$ cat config.mk
export PLATFORM = sky130hd
export DESIGN_NAME = geiger_counter_gated
export DESIGN_NICKNAME = d
export VERILOG_FILES = /design/src/rtl/geiger_counter_gated.sv
export SDC_FILE = /design/constraint.sdc
export NUM_CORES = 1
export LEC_CHECK = 0
export ABC_AREA = 1
export ABC_CLOCK_PERIOD_IN_PS = 3500
export BUFFER_PORTS_ARGS = -buffer_cell sky130_fd_sc_hd__buf_4
export CORE_MARGIN = 1
export CORE_UTILIZATION = 40
export DETAILED_ROUTE_END_ITERATION = 12
export PLACE_DENSITY = 0.54
export SLEW_MARGIN = 20
export SYNTH_ARGS = -nofsm -noshare
export SYNTH_HDL_FRONTEND = slang
export SYNTH_SLANG_ARGS = --single-unit
$ cat constraint.sdc
create_clock -name sys_clk -period 3.5 [get_ports sys_clk]
set_clock_uncertainty 0.1 [all_clocks]
set_input_delay 0.7 -clock sys_clk [delete_from_list [all_inputs] [get_ports sys_clk]]
set_output_delay 0.7 -clock sys_clk [all_outputs]
set_load 0.01 [all_outputs]
$ cat src/rtl/geiger_counter_gated.sv
// Multi-channel Geiger tube pulse counter: input synchronisers, non-paralysable
// dead time, saturating counters, and an optional fixed gate window.
module geiger_counter_gated #(
    parameter int N_CH        = 2,
    parameter int CNT_W       = 16,
    parameter int DEAD_CYCLES = 5000,
    parameter int GATE_CYCLES = 50_000_000
) (
    input  logic                    sys_clk,
    input  logic                    rst,
    input  logic [N_CH-1:0]         geiger,
    input  logic                    gated,
    input  logic                    clear,
    output logic [N_CH*CNT_W-1:0]   count,
    output logic                    valid,
    output logic [N_CH-1:0]         ovf,
    output logic [N_CH-1:0]         dead
);

    localparam int DEAD_W = $clog2(DEAD_CYCLES);
    localparam int GATE_W = $clog2(GATE_CYCLES);
    localparam logic [DEAD_W-1:0] DEAD_LOAD = DEAD_W'(DEAD_CYCLES - 1);
    localparam logic [GATE_W-1:0] GATE_LAST = GATE_W'(GATE_CYCLES - 1);

    logic              gated_q;
    logic [GATE_W-1:0] gate_tmr;
    logic              mode_chg;
    logic              clr;
    logic              close;

    // A mode switch behaves exactly like an explicit clear.
    assign mode_chg = gated ^ gated_q;
    assign clr      = clear | mode_chg;
    assign close    = gated & ~clr & (gate_tmr == GATE_LAST);

    // valid is a bare one-cycle strobe: there is no ready, and a consumer that
    // misses it simply reads the held count until the next window closes.
    always_ff @(posedge sys_clk) begin
        if (rst) begin
            gated_q  <= 1'b0;
            gate_tmr <= '0;
            valid    <= 1'b0;
        end else begin
            gated_q <= gated;
            valid   <= close;
            if (!gated || clr) begin
                gate_tmr <= '0;
            end else if (gate_tmr == GATE_LAST) begin
                gate_tmr <= '0;
            end else begin
                gate_tmr <= gate_tmr + GATE_W'(1);
            end
        end
    end

    for (genvar i = 0; i < N_CH; i++) begin : g_ch
        logic              s1;
        logic              s2;
        logic              s3;
        logic              edge_q;
        logic [DEAD_W-1:0] dtmr;
        logic [CNT_W-1:0]  live;
        logic [CNT_W-1:0]  live_inc;
        logic [CNT_W-1:0]  cnt_q;
        logic              ovf_q;
        logic              ovf_drop;
        logic              dead_q;
        logic              accept;
        logic              sat_hit;

        assign accept   = edge_q & (dtmr == '0);
        assign sat_hit  = accept & (live == {CNT_W{1'b1}});
        assign live_inc = (accept && !sat_hit) ? live + CNT_W'(1) : live;

        always_ff @(posedge sys_clk) begin
            if (rst) begin
                s1       <= 1'b0;
                s2       <= 1'b0;
                s3       <= 1'b0;
                edge_q   <= 1'b0;
                dtmr     <= '0;
                dead_q   <= 1'b0;
                live     <= '0;
                cnt_q    <= '0;
                ovf_q    <= 1'b0;
                ovf_drop <= 1'b0;
            end else begin
                s1     <= geiger[i];
                s2     <= s1;
                s3     <= s2;
                edge_q <= s2 & ~s3;

                // Dead time runs regardless of clear so a lost edge still blanks.
                if (accept) begin
                    dtmr <= DEAD_LOAD;
                end else if (dtmr != '0) begin
                    dtmr <= dtmr - DEAD_W'(1);
                end
                dead_q <= accept | (dtmr != '0);

                if (clr) begin
                    live     <= '0;
                    ovf_q    <= 1'b0;
                    ovf_drop <= 1'b0;
                end else if (close) begin
                    live     <= '0;
                    ovf_q    <= sat_hit;
                    ovf_drop <= sat_hit;
                end else begin
                    live     <= live_inc;
                    ovf_q    <= (ovf_q & ~ovf_drop) | sat_hit;
                    ovf_drop <= 1'b0;
                end

                if (!gated) begin
                    cnt_q <= live;
                end else if (close) begin
                    cnt_q <= live_inc;
                end
            end
        end

        assign count[i*CNT_W +: CNT_W] = cnt_q;
        assign ovf[i]                  = ovf_q;
        assign dead[i]                 = dead_q;
    end

endmodule

==> results.toml <==
[die]
die_h_microns = 134
ios = 43
rows = 47
fp.coreArea_sq_um = 16800
fp.dieArea_sq_um = 17900
initial_core_util_pct = 41.4
die_w_microns = 134

[timing]
setup_tns_ps = 0
timing.slew.headroom_pct = 68.2
fin_crit_sh_pct = 63.5
finalHoldViolCount = 0
holdWs_ps = 291
max_freq_ghz = 0.450
worst_pin_slew_ps = 472
layout_min_cycle_time_ps = 2220
setup_violations = 0
slew_violations = 0
setup_ws_ps = 1280
rsz0062_at_grt = "no"

[critical_path]
cp_cell_sequence = "ha_1 > nand2_1 > nor2_2 > nand2_1 > nor2_1 > nand3_2 > buf_4 > nand2_1 > buf_4 > nor2_1"
cp-end-kind = "flip-flop"
path_buf_inv = 2
cp_max_fo = 36
slowest_delay_ps = 370
critPathKind = "reg2reg"
cpLargestDelayFamily = "simple AND/OR/NAND/NOR gates"
worstSetupStartpointType = "flip-flop"
cp.required_ps = 3700
cpMostUsedCell = "nand2_1"
crit_path_top_delay_cell = "dfxtp_1"
arrival_ps = 2420

[final_layout]
area_growth_pct = 15.6
num-nets-final = 1108
final_layout_size_suffix_gt1_share_pct = 11.1
antenna_cells = 0
num-fill-cells = 1770
layoutNonFillerInstCount = 1328
final_area_sq_um = 8030
utilization_pct = 47.9

[routing]
drtPass1Iterations = 5
wirelength_mm = 16.1
via_per_inst = 4.75
via_count = 6305
wl_per_cell_microns = 12.1
drt_iter0_markers = 254
antenna_left = 0
drc_errors = 0

[placement]
place.gp.congestion = 0.800
dp_slack_ps = 1050
hpwl_mm = 11.3
dpl-instance-area_sq_um = 7390
io_buffers = 42
place_inst = 1296

[pwr]
ir_drop_mv = 0.392
leakage_nw = 3.37
p_per_area_nw_per_um2 = 576
total_power_mw = 4.62

[yosys]
synth-async-reset-ratio_pct = 0
synth_edf_count = 0
synth_area_sq_um = 6940
synthTopCellsByArea = "dfxtp_1 (38%), nand2_1 (18%), nor2_1 (6.9%)"
ys_seq_area_share_pct = 38.1
ys_warn_count = 0
synth_most_common_cell = "nand2_1"
yosys-top-cells-count = "nand2_1 (338), dfxtp_1 (132), nor2_1 (127)"
netlist.area_leader.share_pct = 38.1
avgSynthCellArea_sq_um = 6.54
yosysUniqueCellTypes = 41
yosysTopAreaCell = "dfxtp_1"
syn_inst = 1061
yosys_most_used_dff = "dfxtp_1"
synth_seq_cells = 132
synth_nets = 1074

[cts]
clk_pin_slew_ps = 60
cts_tree = "yes"
postCtsSetupRepairBufs = 0
cts_root_buf = "clkbuf_16"
clk_path_buf_depth = 2
cts_max_level = 4
cts-buffers-inserted = 17
ctsResizeCount = 0
ctsHoldBuffers = 0
clock-sinks = 132
clock_latency_ps = 420

[worst_hold_path]
hold_class = "reg2reg"

[grt]
grt_pass1_wl_mm = 27.3
grt_max_degree = 38
grt_usage_pct = 19.1
grt_pass1_vias = 5754
overflow = 0
grt_antenna_before_repair = 0

[flow_run]
cap_violations = 0

[run_status]
status = "finished, final reports clean"
[layer usage]
metal,part of all wire (%),vias to the layer above,global-route usage (%)
met4,0.85,0,4.99
met1,50,2779,25.8
met2,45,95,30.4
li1,-,3420,-
met3,4.3,11,4.53
met5,0,-,0
[power breakdown]
group          switching [mW]  internal, mW
clock                   0.675          1.23
combinational           0.619         0.355
sequential              0.111          1.64
[flip-flops by register name, indices dropped and copies added, names as in the netlist, 26 cells and up]
register / count
g_ch.live: 32
g_ch.dtmr: 26
gate_tmr: 26
g_ch.cnt_q: 32
[worst paths after layout]
check | slack, ps | cells after the start | from | to
worst max-delay path | 1280 | 10 | gate_tmr[0] | g_ch[0].live[11]
worst max register to register | 1280 | 10 | gate_tmr[0] | g_ch[0].live[11]
worst min register to register | 290 | 1 | g_ch[1].s3 | g_ch[1].edge_q
worst min-delay path | 290 | 1 | g_ch[1].s3 | g_ch[1].edge_q
[layout make-up]
| class | instances | area (sq um) | share of cell area, % |
|---|---|---|---|
| Timing Repair Buffer | 48 | 360 | 4.49 |
| Multi-Input combinational cell | 771 | 3640 | 45.4 |
| Clock buffer | 19 | 453 | 5.64 |
| Sequential cell | 132 | 2640 | 32.9 |
| Clock inverter | 13 | 181 | 2.26 |
| Tap cell | 220 | 275 | 3.43 |
| Inverter | 125 | 469 | 5.85 |
[cell families after synthesis]
kind of cell,Yosys count,share of synthesized area [%]
AOI/OAI and AO/OA,115,8.70
adders and majority gates,7,1.26
DFF,132,38.1
xor gates and xnor gates,32,4.04
and+or+nand+nor,617,38.4
buffers and inverters,158,9.50
[layout by cell type (no fill, tap or decap), types with 13 or more instances in the layout]
master     synthesis  routed
nor2_1           127     126
buf_4              7      48
a21oi_1           83      83
dfxtp_1          132     132
inv_1            118     118
xnor2_1           13      13
nor3_1            19      19
xor2_1            19      19
nand2_2           14      14
nand3_1           67      67
nand4_1           18      18
o21ai_0           20      20
clkbuf_16          0      17
nand2_1          338     338
Power figures use the tool's default switching activity.
